**config.mk**
```make
export PLATFORM = sky130hd
export DESIGN_NAME = tmds_channel_decoder
export DESIGN_NICKNAME = d
export VERILOG_FILES = /design/src/rtl/tmds_channel_decoder.sv
export SDC_FILE = /design/constraint.sdc
export NUM_CORES = 1
export LEC_CHECK = 0
export CAP_MARGIN = 20
export CORE_ASPECT_RATIO = 1.25
export CORE_MARGIN = 4
export CORE_UTILIZATION = 40
export CTS_BUF_LIST = sky130_fd_sc_hd__clkbuf_8
export DETAILED_ROUTE_END_ITERATION = 8
export DONT_BUFFER_PORTS = 1
export PLACE_DENSITY_LB_ADDON = 0.3
export SLEW_MARGIN = 15
export SYNTH_ARGS = -nofsm -noshare
export SYNTH_HDL_FRONTEND = slang
export SYNTH_SLANG_ARGS = --single-unit
```
**constraint.sdc**
```tcl
create_clock -name clk -period 2.9 [get_ports clk]
set_input_delay 0.145 -clock clk [delete_from_list [all_inputs] [get_ports clk]]
set_output_delay 0.145 -clock clk [all_outputs]
set_load 0.005 [all_outputs]
```
**src/rtl/tmds_channel_decoder.sv**
```systemverilog
// tmds_channel_decoder: per-lane TMDS word aligner and symbol decoder.
// Finds bit alignment on control-token runs, then decodes video, control, TERC4 and guard symbols.
module tmds_channel_decoder #(
  parameter int CHANNEL        = 0,
  parameter int CTRL_RUN       = 8,
  parameter int SEARCH_TIMEOUT = 2048,
  parameter int LOSS_TIMEOUT   = 4096
) (
  input  logic       clk,
  input  logic       reset,
  input  logic [9:0] rx_word,
  output logic       locked,
  output logic [3:0] align_offset,
  output logic       de,
  output logic [1:0] c,
  output logic [7:0] data,
  output logic       terc4_hit,
  output logic [3:0] terc4_data,
  output logic       vguard
);
  localparam int MAX_AB = CTRL_RUN > SEARCH_TIMEOUT ? CTRL_RUN : SEARCH_TIMEOUT;
  localparam int MAXP = MAX_AB > LOSS_TIMEOUT ? MAX_AB : LOSS_TIMEOUT;
  localparam int CW = $clog2(MAXP + 1);
  localparam logic [CW-1:0] RUN_END = CW'(CTRL_RUN);
  localparam logic [CW-1:0] S_END = CW'(SEARCH_TIMEOUT - 1);
  localparam logic [CW-1:0] L_END = CW'(LOSS_TIMEOUT - 1);
  localparam logic [9:0] GUARD = CHANNEL == 1 ? 10'b0100110011 : 10'b1011001100;
  localparam logic [9:0] TERC4 [16] = '{
    10'b1010011100, 10'b1001100011, 10'b1011100100, 10'b1011100010,
    10'b0101110001, 10'b0100011110, 10'b0110001110, 10'b0100111100,
    10'b1011001100, 10'b0100111001, 10'b0110011100, 10'b1011000110,
    10'b1010001110, 10'b1001110001, 10'b0101100011, 10'b1011000011};

  typedef enum logic [1:0] {SEARCH, SETTLE, LOCKED} state_t;
  state_t state, state_n;
  logic [9:0] prev, sym;
  logic [19:0] win;
  logic [3:0] offset, offset_n, sym_off, tk, t_nib;
  logic [CW-1:0] timer, timer_n, timer_inc, run_cnt, run_n, run_inc;
  logic [7:0] qm, dec;
  logic [1:0] tok_c;
  logic is_tok, t_hit, lk;

  // Window is chronological: prev holds the older bits in its low half.
  assign win = {rx_word, prev};

  always_ff @(posedge clk) begin
    if (reset) begin
      prev <= '0;
      sym <= '0;
      sym_off <= '0;
    end else begin
      prev <= rx_word;
      sym <= 10'(win >> offset);
      sym_off <= offset;
    end
  end

  assign tk = {sym == 10'b1010101011, sym == 10'b0101010100, sym == 10'b0010101011, sym == 10'b1101010100};
  assign is_tok = |tk;
  assign tok_c = {tk[3] | tk[2], tk[3] | tk[1]};
  assign qm = sym[9] ? ~sym[7:0] : sym[7:0];
  assign dec = {sym[8] ? qm[7:1] ^ qm[6:0] : ~(qm[7:1] ^ qm[6:0]), qm[0]};

  always_comb begin
    t_hit = 1'b0;
    t_nib = '0;
    for (int i = 0; i < 16; i++) begin
      if (sym == TERC4[i]) begin
        t_hit = 1'b1;
        t_nib = 4'(i);
      end
    end
  end

  assign timer_inc = timer == '1 ? timer : timer + 1'b1;
  assign run_inc = run_cnt == '1 ? run_cnt : run_cnt + 1'b1;

  always_ff @(posedge clk) begin
    if (reset) begin
      state <= SEARCH;
      offset <= '0;
      timer <= '0;
      run_cnt <= '0;
    end else begin
      state <= state_n;
      offset <= offset_n;
      timer <= timer_n;
      run_cnt <= run_n;
    end
  end

  always_comb begin
    state_n = state;
    offset_n = offset;
    timer_n = timer_inc;
    run_n = '0;
    case (state)
      SEARCH: begin
        run_n = is_tok ? run_inc : '0;
        if (is_tok && run_inc >= RUN_END) begin
          state_n = LOCKED;
          timer_n = '0;
          run_n = '0;
        end else if (timer == S_END) begin
          state_n = SETTLE;
          offset_n = offset == 4'd9 ? 4'd0 : offset + 4'd1;
        end
      end
      // One dead cycle lets the stage-1 symbol pick up the new offset.
      SETTLE: begin
        state_n = SEARCH;
        timer_n = '0;
      end
      LOCKED: begin
        if (is_tok) timer_n = '0;
        else if (timer == L_END) begin
          state_n = SEARCH;
          timer_n = '0;
        end
      end
      default: state_n = SEARCH;
    endcase
  end

  assign lk = state_n == LOCKED;

  always_ff @(posedge clk) begin
    if (reset) begin
      locked <= 1'b0;
      align_offset <= '0;
      de <= 1'b0;
      c <= '0;
      data <= '0;
      terc4_hit <= 1'b0;
      terc4_data <= '0;
      vguard <= 1'b0;
    end else begin
      locked <= lk;
      align_offset <= sym_off;
      de <= lk && !is_tok;
      c <= !lk ? 2'b00 : is_tok ? tok_c : c;
      data <= dec;
      terc4_hit <= lk && t_hit;
      terc4_data <= t_nib;
      vguard <= lk && sym == GUARD;
    end
  end
endmodule
```
## Word-level counts from Yosys, hierarchy flattened

Cells that the tools add are included.
W data, S select, Z words.

| storage, ports and cells | value |
|---|---|
| output and inout bits | 22 |
| logic and storage cells | 112 |
| input port bits | 12 |
| bits in registers | 78 |

| cells by class | value |
|---|---|
| reduce and logical (&&, ||, !) cells | 10 |
| mux-type cells | 45 |
| equal/unequal tests | 28 |
| $lt $le $gt $ge | 1 |
| add/subtract/negate cells | 3 |
| bitwise gates (word level) | 9 |
| shifts and indexed selects | 1 |

Operator list:

| kind | number |
|---|---|
| $eq A10 B10 Y1 const B | 11 |
| $eq A10 B9 Y1 const B | 8 |
| $mux W13 | 5 |
| $mux W4 | 15 |
| $pmux W13 S3 | 1 |
| $add A13 B1 Y13 const B | 2 |
| $eq A13 B13 Y1 const B | 2 |
| $shr A20 B4 Y10 | 1 |
| $mux W1 | 17 |
| $eq A13 B11 Y1 const B | 1 |
| $eq A13 B12 Y1 const B | 1 |
| $ge A13 B4 Y1 const B | 1 |
| $eq A10 B8 Y1 const B | 1 |
| $mux W2 | 4 |
| $mux W8 | 1 |
| $not A8 Y8 | 1 |
| $reduce_or A4 Y1 | 2 |
| $mux W7 | 1 |
| $not A7 Y7 | 1 |
| $xor A7 B7 Y7 | 1 |
| $add A4 B1 Y4 const B | 1 |
| $eq A2 B2 Y1 const B | 2 |
| $eq A4 B4 Y1 const B | 1 |
| $logic_and A1 B1 Y1 | 4 |
| 8 further kinds | 12 |

## Longest topological paths before layout

Gate-level depths: netlist (run 1).

| depth | value |
|---|---|
| word-level depth | 18 |
| gate-level depth with buffers | 10 |
| mapped depth without buffers | 9 |

## Least setup slack after synthesis (run 1)

Ideal clock, no wire load.

| timing | value |
|---|---|
| path kind | reg2reg |
| start | register sym[0] |
| end | register offset[2] |
| clock period less this slack | 2.286 ns |
| path buffers | 0 |
| setup slack | 0.614 ns |
| required time | 2.777 ns |
| library setup time | 0.123 ns |
| arrival | 2.163 ns |
| stages on the path, launching flop included | 10 |
| path through | dfxtp_1 -> inv_1 -> ha_1 -> nand4b_1 -> nor3_1 -> mux2_4 -> or4_4 -> o21a_4 -> nor3_4 -> mux2_1 |

| between the ends | value |
|---|---|
| word-level cells in the longest chain between the ends | 5 |
| elaborated cells on any way between the ends | 8 |
| those cells by class | eq/ne: 4; bitwise: 1; reduce/logical: 3 |

RTL lines:

| what | RTL line | RTL |
|---|---|---|
| from (decl) | 36 | `logic [9:0] prev, sym;` |
| from (signal assigned) | 54 | `sym <= 10'(win >> offset);` |
| $eq A10 B10 Y1 (tied with other cells) | 59 | `assign tk = {sym == 10'b1010101011, sym == 10'b0101010100, sym == 10'b0010101011, sym == 10'b1101010100};` |
| $reduce_or A4 Y1 * | 60 | `assign is_tok = \|tk;` |
| $logic_and A1 B1 Y1 * | 101 | `if (is_tok && run_inc >= RUN_END) begin` |
| $not A1 Y1 (no source line) * | - |  |
| $reduce_and A3 Y1 (no source line) * | - |  |
| to (signal assigned) | 87 | `offset <= offset_n;` |
| to (decl) | 38 | `logic [3:0] offset, offset_n, sym_off, tk, t_nib;` |

Mark *: on every way between the ends. The rest lies on a longest branch, timed or not.
A chain may end at the register's enable or synchronous reset.

## Worst setup path after layout (run 1)

| timing | value |
|---|---|
| start | register sym[1] |
| end | register offset[2] |

The elaborated chain is that of the path after synthesis.

==> results of run 1 <==
repair_timing:
item                                   in CTS  in global routing
setup buffers                               0                  0
endpoints found under the hold margin      56                  0
hold buffers                               11                  0
placed cells by master (no fill, tap or decap), types with 2 or more instances in the layout:
cell type      count
a211o_1            2
o21ai_0           12
a31oi_1            2
conb_1            10
mux2_2             4
and4_1             5
nand2_1           29
a211oi_1          13
a21oi_1           23
and3_1             6
nor2_1            46
ha_1              10
or2_2              3
nand3b_1           2
mux4_2             4
nor4_1             2
dfxtp_1           78
o31ai_1            4
nand4_1           13
mux2i_1           23
inv_1             12
nand3_1           13
xor2_1            10
xnor2_1           15
nor2b_1           24
nor3_1            21
dlygate4sd3_1     10
nand4b_1           4
nor3b_1            3
clkbuf_8          11
buf_4              6
nand2b_1           3
a311oi_1           4
a22oi_1            2
and2_1             3
critical path: cells and delay by family (launching register included):
| kind | cells | cell delay [ns] |
|---|---|---|
| buf+inv | 1 | 0.09 |
| flops | 1 | 0.41 |
| compound gates | 1 | 0.16 |
| fa+ha+maj | 1 | 0.25 |
| simple gates | 4 | 0.81 |
| mux | 2 | 0.64 |
final cells by class:
type	count	area share
inverter	13	0.0112
clock buffer	11	0.0347
sequential	78	0.358
multi-input combinational	336	0.514
timing repair buffer	17	0.0379
tap	126	0.0361
clock inverter	5	0.00774
routing by layer:
layer	GRT usage	part of all wire	wire length (microns)	vias up
met3	0.0477	0.052	430	14
met5	0	0	0	-
li1	-	-	-	1597
met4	0.0553	0.020	166	0
met1	0.195	0.45	3720	1489
met2	0.238	0.47	3890	80
cell families (layout without fill, tap and decap cells):
group,after synthesis,after routing
AO/OA/AOI/OAI,74,74
XOR/XNOR,25,25
adder cells (fa/ha/maj),10,10
buffers and inverters,37,46
flip-flops,78,78
multiplexers,33,33
other,1,10
AND/OR/NAND/NOR,184,184
where the power goes:
part	total [mW]	internal, mW	leakage, nW	switching (mW)
Sequential	1.19	1.13	0.641	0.0615
Clock	0.771	0.358	0.0971	0.414
Combinational	0.266	0.126	0.909	0.141
worst max-delay path by stage:
stage	end	slack, ns	cells past startpoint
after floorplan	offset[2]$_SDFFE_PP0P_	0.61	9
after global placement	offset[2]$_SDFFE_PP0P_	0.51	9
after detailed placement	offset[2]$_SDFFE_PP0P_	0.44	9
after CTS	offset[2]$_SDFFE_PP0P_	0.42	9
after global routing	offset[2]$_SDFFE_PP0P_	0.29	9
final	offset[2]$_SDFFE_PP0P_	0.43	9
sequential cells by signal, indices dropped and copies added (netlist names):
signal / flops
terc4_hit: 1
prev: 10
sym: 10
vguard: 1
terc4_data: 4
c: 2
locked: 1
de: 1
run_cnt: 13
offset: 4
sym_off: 4
align_offset: 4
state: 2
data: 8
timer: 13
==> reports/qor.csv, run 1 <==
stage,metric,value,unit
placement,place_ws,0.441,ns
logic_synthesis,syn_avg_cell_area,8.87,sq um
critical_path,crit_slowest_cell,or4_4,
routing,wl,8210,microns
clock_network,cts_resized,0,
sta,grt_setup_unrepaired,no,
hold_path,min_to,run_cnt[0]$_SDFF_PP0_,
clock_network,clkLatencyLatePin,0.36,ns
logic_synthesis,synth_top_family_by_area,simple AND/OR/NAND/NOR gates,
placement,gp_congestion,0.896,
placement,portBuffers,0,
critical_path,critPathMaxStageDelay,0.48,ns
die,coreArea,9610,sq um
global_route,grt_pass1_vias,2922,
sta,period_needed,2.47,ns
cells_and_area,finalNetCount,477,
critical_path,worstSetupPathType,reg -> reg,
power_and_ir_drop,p_leak,1.65,nW
logic_synthesis,synthFlopType,dfxtp_1,
power_and_ir_drop,power_density,512,nW/um^2
sta,holdWs,0.0346,ns
clock_network,htreeDepth,3,
hold_path,hold_class,in -> reg,
logic_synthesis,synth_compound_area_frac,0.126,
hold_path,worstHoldStart,reset,
critical_path,cp-startpoint,sym[1]$_SDFF_PP0_,
cells_and_area,area_delta_synth_final,11.3,%
routing,vias_per_cell,5.43,
placement,placedCellCount,559,
clock_network,cts_tree,done,
critical_path,worst_ep_arrival_time,2.72,ns
clock_network,clockBufferDepth,2,
logic_synthesis,synth_area_leaders,"dfxtp_1 (40%), mux2i_1 (5.9%), nor2_1 (4.4%), nor2b_1 (3.8%), xnor2_1 (3.4%)",
clock_network,numCtsBuffers,9,
power_and_ir_drop,max-vdd-ir-drop,181,uV
logic_synthesis,yosysSeqAreaShare,0.398,
die,io_pins,34,
sta,relSlewSlack,0.494,
logic_synthesis,synth_edf_count,0,
global_route,grt_remaining_overflow,0,
clock_network,path_clk_slew,0.08,ns
outcome,status,"complete, no violations",
cells_and_area,drive_gt1_frac,0.0891,
cells_and_area,stdcell_count,586,
routing,drtIter0Drc,179,
cells_and_area,regArea,1560,sq um
die,rows,40,
cells_and_area,multi_input_area,2240,sq um
critical_path,start_kind,register,
critical_path,reg2reg_depth,9,
global_route,grt_max_degree,57,
power_and_ir_drop,finalPower,2.23,mW
routing,num_vias,3180,
logic_synthesis,synthTopCellsByCount,"dfxtp_1 (78), nor2_1 (46), nand2_1 (29), nor2b_1 (24)",
flow_run,cap_violations,0,
clock_network,clock-root-buffer,clkbuf_8,
logic_synthesis,synth.most_common_cell,dfxtp_1,
logic_synthesis,synth_area,3920,sq um
sta,fin_worst_skew,0.00685,ns
routing,ant_nets,0,
cells_and_area,fillers,948,
routing,drtPass1Iterations,4,
logic_synthesis,ys_ff_latch,78,
critical_path,end_kind,register,
die,fp.dieH,119,microns
die,start_util,0.408,
logic_synthesis,synthCells,442,
critical_path,r2r_end,offset[2]$_SDFFE_PP0P_,
cells_and_area,final_cell_area,4360,sq um
sta,slew_viol_final,0,
sta,fin_crit_sh,0.853,
critical_path,worstReg2RegStart,sym[1]$_SDFF_PP0_,
placement,dpl.hpwl,5880,microns
placement,post_dp_cell_area,4060,sq um
logic_synthesis,synth_top_area_frac,0.398,
logic_synthesis,yosysWarningCount,0,
logic_synthesis,synth_cell_types,58,
hold_path,hold_path_depth,3,
cells_and_area,fin_util,0.454,
logic_synthesis,synth_mux_area_frac,0.0999,
clock_network,cts.sinks,78,
logic_synthesis,yosysTopAreaCell,dfxtp_1,
global_route,grt_use_total,0.152,
routing,wl_per_cell,14.0,microns
critical_path,critical_path.cell_chain,inv_1 > ha_1 > nand4b_1 > nor3_1 > mux2_4 > or4_4 > o21a_4 > nor3_4 > mux2_1,
sta,hold_viol,0,
sta,worst_pin_slew,0.758,ns
logic_synthesis,synth_xor_area_frac,0.0559,
critical_path,reg2reg_setup_slack,0.43,ns
logic_synthesis,synthAdderAreaFrac,0.0319,
critical_path,crit_path_max_fanout,5,
sta,finalSetupViolCount,0,
logic_synthesis,synthSimpleGateAreaFrac,0.249,
sta,setup_tns,0,ns
critical_path,crit_required,3.14,ns
die,fp.dieW,96.5,microns
global_route,antenna_found_initial,0,
logic_synthesis,ys_async_sr_fraction,0,
sta,fin_ws,0.427,ns
die,die_area,11500,sq um
routing,drc_errors,0,
cells_and_area,n_antenna_cell,0,
global_route,grt_first_pass_wirelength,13800,microns
sta,max_freq,0.404,GHz
Note: power is estimated with default switching activity, not from simulation.
==> inputs of run 2 (changes only) <==
==> constraint.sdc (replaced) <==
create_clock -name clk -period 2.9 [get_ports clk]
set_input_delay 0.29 -clock clk [delete_from_list [all_inputs] [get_ports clk]]
set_output_delay 0.29 -clock clk [all_outputs]
set_load 0.005 [all_outputs]
==> reports/qor.csv, run 2 (synthesis results as in run 1) <==
stage,metric,value,unit,change
cells_and_area,layout_common_cells,"dfxtp_1 (78), nor2_1 (46), nand2_1 (29)",,
clock_network,cts.sinks,78,,unchanged
critical_path,crit_path_max_fanout,5,,unchanged
critical_path,worstSetupPathType,reg -> reg,,
sta,worst_pin_slew,0.758,ns,-0.000155 ns
power_and_ir_drop,p_leak,1.61,nW,-2.3%
sta,relSlewSlack,0.494,,about the same
critical_path,crit_required,3.15,ns,about the same
power_and_ir_drop,combPwrFrac,0.116,,-0.003
routing,drc_errors,0,,unchanged
critical_path,start_kind,register,,
power_and_ir_drop,switching_share,0.277,,+0.00103
placement,dpl.hpwl,5880,microns,unchanged
power_and_ir_drop,max-vdd-ir-drop,182,uV,+0.16%
cells_and_area,layout_commonest_cell,dfxtp_1,,
clock_network,htreeDepth,3,,unchanged
die,rows,40,,unchanged
clock_network,clockBufferDepth,2,,unchanged
cells_and_area,n_antenna_cell,0,,unchanged
die,io_pins,34,,unchanged
power_and_ir_drop,seqPwrFrac,0.537,,+0.002
power_and_ir_drop,power_density,521,nW/um^2,+1.8%
routing,num_vias,3155,,-0.79%
critical_path,critical_path.cell_chain,inv_1 > ha_1 > nand4b_1 > nor3_1 > mux2_4 > or4_4 > o21a_4 > nor3_4 > mux2_1,,
critical_path,critPathMaxStageDelay,0.48,ns,about the same
outcome,status,"complete, no violations",,
sta,slew_viol_final,0,,unchanged
sta,grt_setup_unrepaired,no,,
die,start_util,0.408,,unchanged
sta,setup_tns,0,ns,unchanged
cells_and_area,drive_gt1_frac,0.0909,,+0.00178
die,fp.dieW,96.5,microns,unchanged
power_and_ir_drop,p_int,1.61,mW,-0.48%
cells_and_area,fillers,951,,+0.32%
hold_path,hold_class,in -> reg,,
clock_network,cts_resized,0,,unchanged
die,fp.dieH,119,microns,unchanged
cells_and_area,finalNetCount,468,,-1.9%
global_route,grt_remaining_overflow,0,,unchanged
routing,drtPass1Iterations,4,,unchanged
flow_run,cap_violations,0,,unchanged
clock_network,clock-root-buffer,clkbuf_8,,
sta,finalSetupViolCount,0,,unchanged
routing,ant_nets,0,,unchanged
sta,hold_viol,0,,unchanged
die,die_area,11500,sq um,unchanged
routing,vias_per_cell,5.47,,+0.76%
clock_network,path_clk_slew,0.08,ns,about the same
global_route,antenna_found_initial,0,,unchanged
placement,gp_congestion,0.896,,unchanged
clock_network,clkLatencyLatePin,0.36,ns,about the same
die,coreArea,9610,sq um,unchanged
routing,wl,8240,microns,+0.39%
sta,period_needed,2.47,ns,-0.00465 ns
cells_and_area,area_delta_synth_final,9.04,%,
routing,wl_per_cell,14.3,microns,+2.0%
critical_path,crit_slowest_cell,or4_4,,
power_and_ir_drop,clkPwrFrac,0.348,,+0.002
placement,portBuffers,0,,unchanged
power_and_ir_drop,finalPower,2.22,mW,-0.34%
critical_path,end_kind,register,,
clock_network,numCtsBuffers,9,,unchanged
global_route,grt_first_pass_wirelength,13800,microns,-0.35%
clock_network,cts_tree,done,,
global_route,grt_max_degree,53,,-7.0%
sta,fin_worst_skew,0.00677,ns,-0.0000788 ns
global_route,grt_use_total,0.152,,-0.000645
cells_and_area,fin_util,0.445,,-0.00938
critical_path,worst_ep_arrival_time,2.71,ns,about the same
cells_and_area,top_regs,"run_cnt: 13 flops, timer: 13 flops",,
routing,drtIter0Drc,183,,+2.2%
power_and_ir_drop,switchingPower,0.616,mW,about the same
sta,fin_crit_sh,0.851,,-0.00160
sta,max_freq,0.405,GHz,+0.19%
critical_path,reg2reg_setup_slack,0.43,ns,about the same
global_route,grt_pass1_vias,2903,,-0.65%
==> run 2: cell count changes in the layout (fill, tap and decap cells not counted), sizes merged <==
| cell | before | now |
|---|---|---|
| dlygate4sd3 | 10 | 1 |
==> run 2: layout make-up <==
cell class | count | area [sq um] | share of cell area
well taps | 126 | 158 | 0.0369
multi-input cells | 336 | 2240 | 0.525
flip-flops and latches | 78 | 1560 | 0.365
inverters | 13 | 48.8 | 0.0114
repair buffers | 8 | 75.1 | 0.0176
clock buffers | 11 | 151 | 0.0354
clock inverters | 5 | 33.8 | 0.00791
==> run 2: path summary, 6_finish.rpt <==
kind,from,end,depth (start not counted)
worst max-delay path,sym[0]$_SDFF_PP0_,offset[2]$_SDFFE_PP0P_,9
worst min register to register,sym_off[1]$_SDFF_PP0_,align_offset[1]$_SDFF_PP0_,1
worst min-delay path,reset,timer[12]$_SDFF_PP0_,1
worst max register to register,sym[0]$_SDFF_PP0_,offset[2]$_SDFFE_PP0P_,9
==> run 2: per-stage QoR <==
| step | cell area (sq um) | instances | setup slack, ns | hold WS (ns) |
|---|---|---|---|---|
| after global placement | 4060 | 559 | 0.512 | 0.369 |
| after CTS | 4260 | 576 | 0.423 | 0.00249 |
| after detailed placement | 4060 | 559 | 0.441 | 0.371 |
| final | 4270 | 577 | 0.431 | 0.0202 |
| after floorplan | 3950 | 451 | 0.614 | 0.414 |
| after global routing | 4270 | 577 | 0.291 | 0.00136 |
==> run 2: metal layers <==
metal	share of wire	wire (microns)	up-vias	track usage
met4	0.020	167	0	0.0561
li1	-	-	1579	-
met1	0.45	3710	1483	0.190
met5	0	0	-	0
met3	0.052	432	18	0.0496
met2	0.48	3930	75	0.239
==> run 2: power groups by stage <==
stage	sequential, mW	clock, mW	combinational [mW]
detailed placement	1.22	0	0.241
CTS	1.19	0.799	0.256
floorplan	1.20	0	0.213
finish	1.19	0.773	0.257
global route	1.20	0.851	0.291
global placement	1.22	0	0.243
==> run 2: critical path: cells and delay by family (launching register included) <==
kind | cells | cell delay, ns
simple gates | 4 | 0.81
mux | 2 | 0.64
flops | 1 | 0.40
fa+ha+maj | 1 | 0.26
compound gates | 1 | 0.16
buf+inv | 1 | 0.09
==> run 2: what timing repair did <==
item / in CTS / in global routing
setup endpoints to repair: 0 / 0
hold buffers: 1 / 1
setup buffers: 0 / 0
endpoints found under the hold margin: 52 / 1
==> inputs of run 3 (changes only) <==
--- a/config.mk
+++ b/config.mk
@@ -12,7 +12,9 @@
 export CTS_BUF_LIST = sky130_fd_sc_hd__clkbuf_8
 export DETAILED_ROUTE_END_ITERATION = 8
 export DONT_BUFFER_PORTS = 1
-export PLACE_DENSITY_LB_ADDON = 0.3
+export HOLD_SLACK_MARGIN = 0.03
+export MAX_ROUTING_LAYER = met4
+export PLACE_DENSITY = 0.64
 export SLEW_MARGIN = 15
 export SYNTH_ARGS = -nofsm -noshare
 export SYNTH_HDL_FRONTEND = slang
==> reports/qor.csv, run 3 (synthesis results as in run 1) <==
stage,metric,value,unit,change
sta,holdWs,0.0512,ns,+0.0310 ns
critical_path,crit_required,3.16,ns,about the same
clock_network,htreeDepth,3,,unchanged
global_route,grt_first_pass_wirelength,14100,microns,+2.3%
sta,fin_crit_sh,0.853,,+0.00195
cells_and_area,top_regs,"run_cnt: 13 flops, timer: 13 flops",,
clock_network,clock-root-buffer,clkbuf_8,,
critical_path,crit_slowest_cell,or4_4,,
critical_path,cp-startpoint,sym[0]$_SDFF_PP0_,,
die,rows,40,,unchanged
routing,wl_per_cell,14.4,microns,+1.0%
hold_path,hold_class,in -> reg,,
sta,fin_ws,0.426,ns,-0.00565 ns
outcome,status,"complete, no violations",,
sta,hold_viol,0,,unchanged
power_and_ir_drop,max-vdd-ir-drop,198,uV,+8.9%
flow_run,cap_violations,0,,unchanged
routing,ant_nets,0,,unchanged
die,io_pins,34,,unchanged
die,fp.dieH,119,microns,unchanged
critical_path,path_buf_inv,1,,unchanged
clock_network,clkLatencyLatePin,0.36,ns,about the same
critical_path,start_kind,register,,
die,fp.dieW,96.5,microns,unchanged
critical_path,critical_path.cell_chain,inv_1 > ha_1 > nand4b_1 > nor3_1 > mux2_4 > or4_4 > o21a_4 > nor3_4 > mux2_1,,
routing,num_vias,3090,,-2.1%
routing,drc_errors,0,,unchanged
routing,wl,8300,microns,+0.68%
sta,max_freq,0.404,GHz,-0.23%
sta,setup_tns,0,ns,unchanged
clock_network,cts_tree,done,,
routing,drtPass1Iterations,4,,unchanged
power_and_ir_drop,power_density,527,nW/um^2,+1.2%
cells_and_area,n_antenna_cell,0,,unchanged
global_route,grt_use_total,0.159,,+0.00785
sta,slew_viol_final,0,,unchanged
global_route,grt_pass1_vias,2897,,-0.21%
critical_path,end_kind,register,,
die,die_area,11500,sq um,unchanged
routing,drtIter0Drc,140,,-23%
cells_and_area,area_delta_synth_final,8.62,%,
hold_path,worstHoldStart,rx_word[7],,
global_route,grt_remaining_overflow,0,,unchanged
clock_network,cts_resized,0,,unchanged
sta,finalSetupViolCount,0,,unchanged
critical_path,worst_ep_arrival_time,2.73,ns,+0.02 ns
global_route,grt_max_degree,56,,+5.7%
cells_and_area,layout_commonest_cell,dfxtp_1,,
sta,relSlewSlack,0.474,,-0.0193
critical_path,worstSetupPathType,reg -> reg,,
sta,fin_worst_skew,0.0122,ns,+0.00548 ns
critical_path,crit_path_max_fanout,5,,unchanged
critical_path,crit_family,simple AND/OR/NAND/NOR gates,,
sta,grt_setup_unrepaired,no,,
die,start_util,0.408,,unchanged
placement,place_ws,0.460,ns,+0.0187 ns
sta,worst_pin_slew,0.787,ns,+0.0289 ns
routing,vias_per_cell,5.37,,-1.7%
power_and_ir_drop,p_leak,1.60,nW,-0.81%
die,coreArea,9610,sq um,unchanged
cells_and_area,finalNetCount,466,,-0.43%
placement,dpl.hpwl,5970,microns,+1.4%
clock_network,clockBufferDepth,2,,unchanged
clock_network,cts.sinks,78,,unchanged
critical_path,critPathMaxStageDelay,0.49,ns,about the same
clock_network,path_clk_slew,0.09,ns,about the same
sta,period_needed,2.47,ns,+0.00565 ns
cells_and_area,layout_common_cells,"dfxtp_1 (78), nor2_1 (46), nand2_1 (29)",,
placement,portBuffers,0,,unchanged
global_route,antenna_found_initial,0,,unchanged
critical_path,worstReg2RegStart,sym[0]$_SDFF_PP0_,,
clock_network,numCtsBuffers,9,,unchanged
cells_and_area,drive_gt1_frac,0.0913,,+0.000405
placement,gp_congestion,0.900,,+0.49%
run 3: timing repair:
| action | CTS | global route |
|---|---|---|
| endpoints found under the setup margin | 0 | 0 |
| hold buffers | 1 | 0 |
| buffers inserted | 0 | 0 |
| endpoints found under the hold margin | 55 | 0 |
run 3: power by group:
part           internal [mW]  switching (mW)  leakage (nW)  total [mW]
clock                  0.331           0.468        0.0931       0.798
combinational          0.112           0.126         0.862       0.238
sequential              1.13          0.0731         0.641        1.21
run 3: worst paths after layout:
path	to	slack (ns)	cells past startpoint
min	prev[7]$_SDFF_PP0_	0.05	1
max reg2reg	offset[2]$_SDFFE_PP0P_	0.43	9
max	offset[2]$_SDFFE_PP0P_	0.43	9
min reg2reg	align_offset[1]$_SDFF_PP0_	0.45	1
run 3: area by class of cell:
class | instances | area (sq um)
Fill cell | 963 | 5350
Multi-Input combinational cell | 336 | 2240
Sequential cell | 78 | 1560
Tap cell | 126 | 158
Clock buffer | 9 | 124
Clock inverter | 7 | 62.6
Timing Repair Buffer | 6 | 57.6
Inverter | 13 | 48.8
run 3: worst reg2reg max path: cells and delay by family (launching register included):
kind	cells	cell delay (ns)
multiplexers	2	0.63
AND/OR/NAND/NOR	4	0.83
buffers and inverters	1	0.09
adder cells (fa/ha/maj)	1	0.26
AO/OA/AOI/OAI	1	0.16
flip-flops	1	0.41
run 3: per-stage QoR:
step	instance area, sq um	cells	total power, mW	util
2_1_floorplan	3950	451	1.41	-
3_3_place_gp	4050	558	1.45	0.421
3_5_place_dp	4050	558	1.46	0.421
4_1_cts	4260	575	2.27	0.443
5_1_grt	4260	575	2.36	0.443
6_report	4260	575	2.24	0.443
run 3: routing by layer:
layer	up-vias	global-route usage	routed length, microns
met5	-	-	0
met4	0	0.0465	79
met3	6	0.0471	415
met2	62	0.245	4080
met1	1444	0.202	3730
li1	1578	-	-
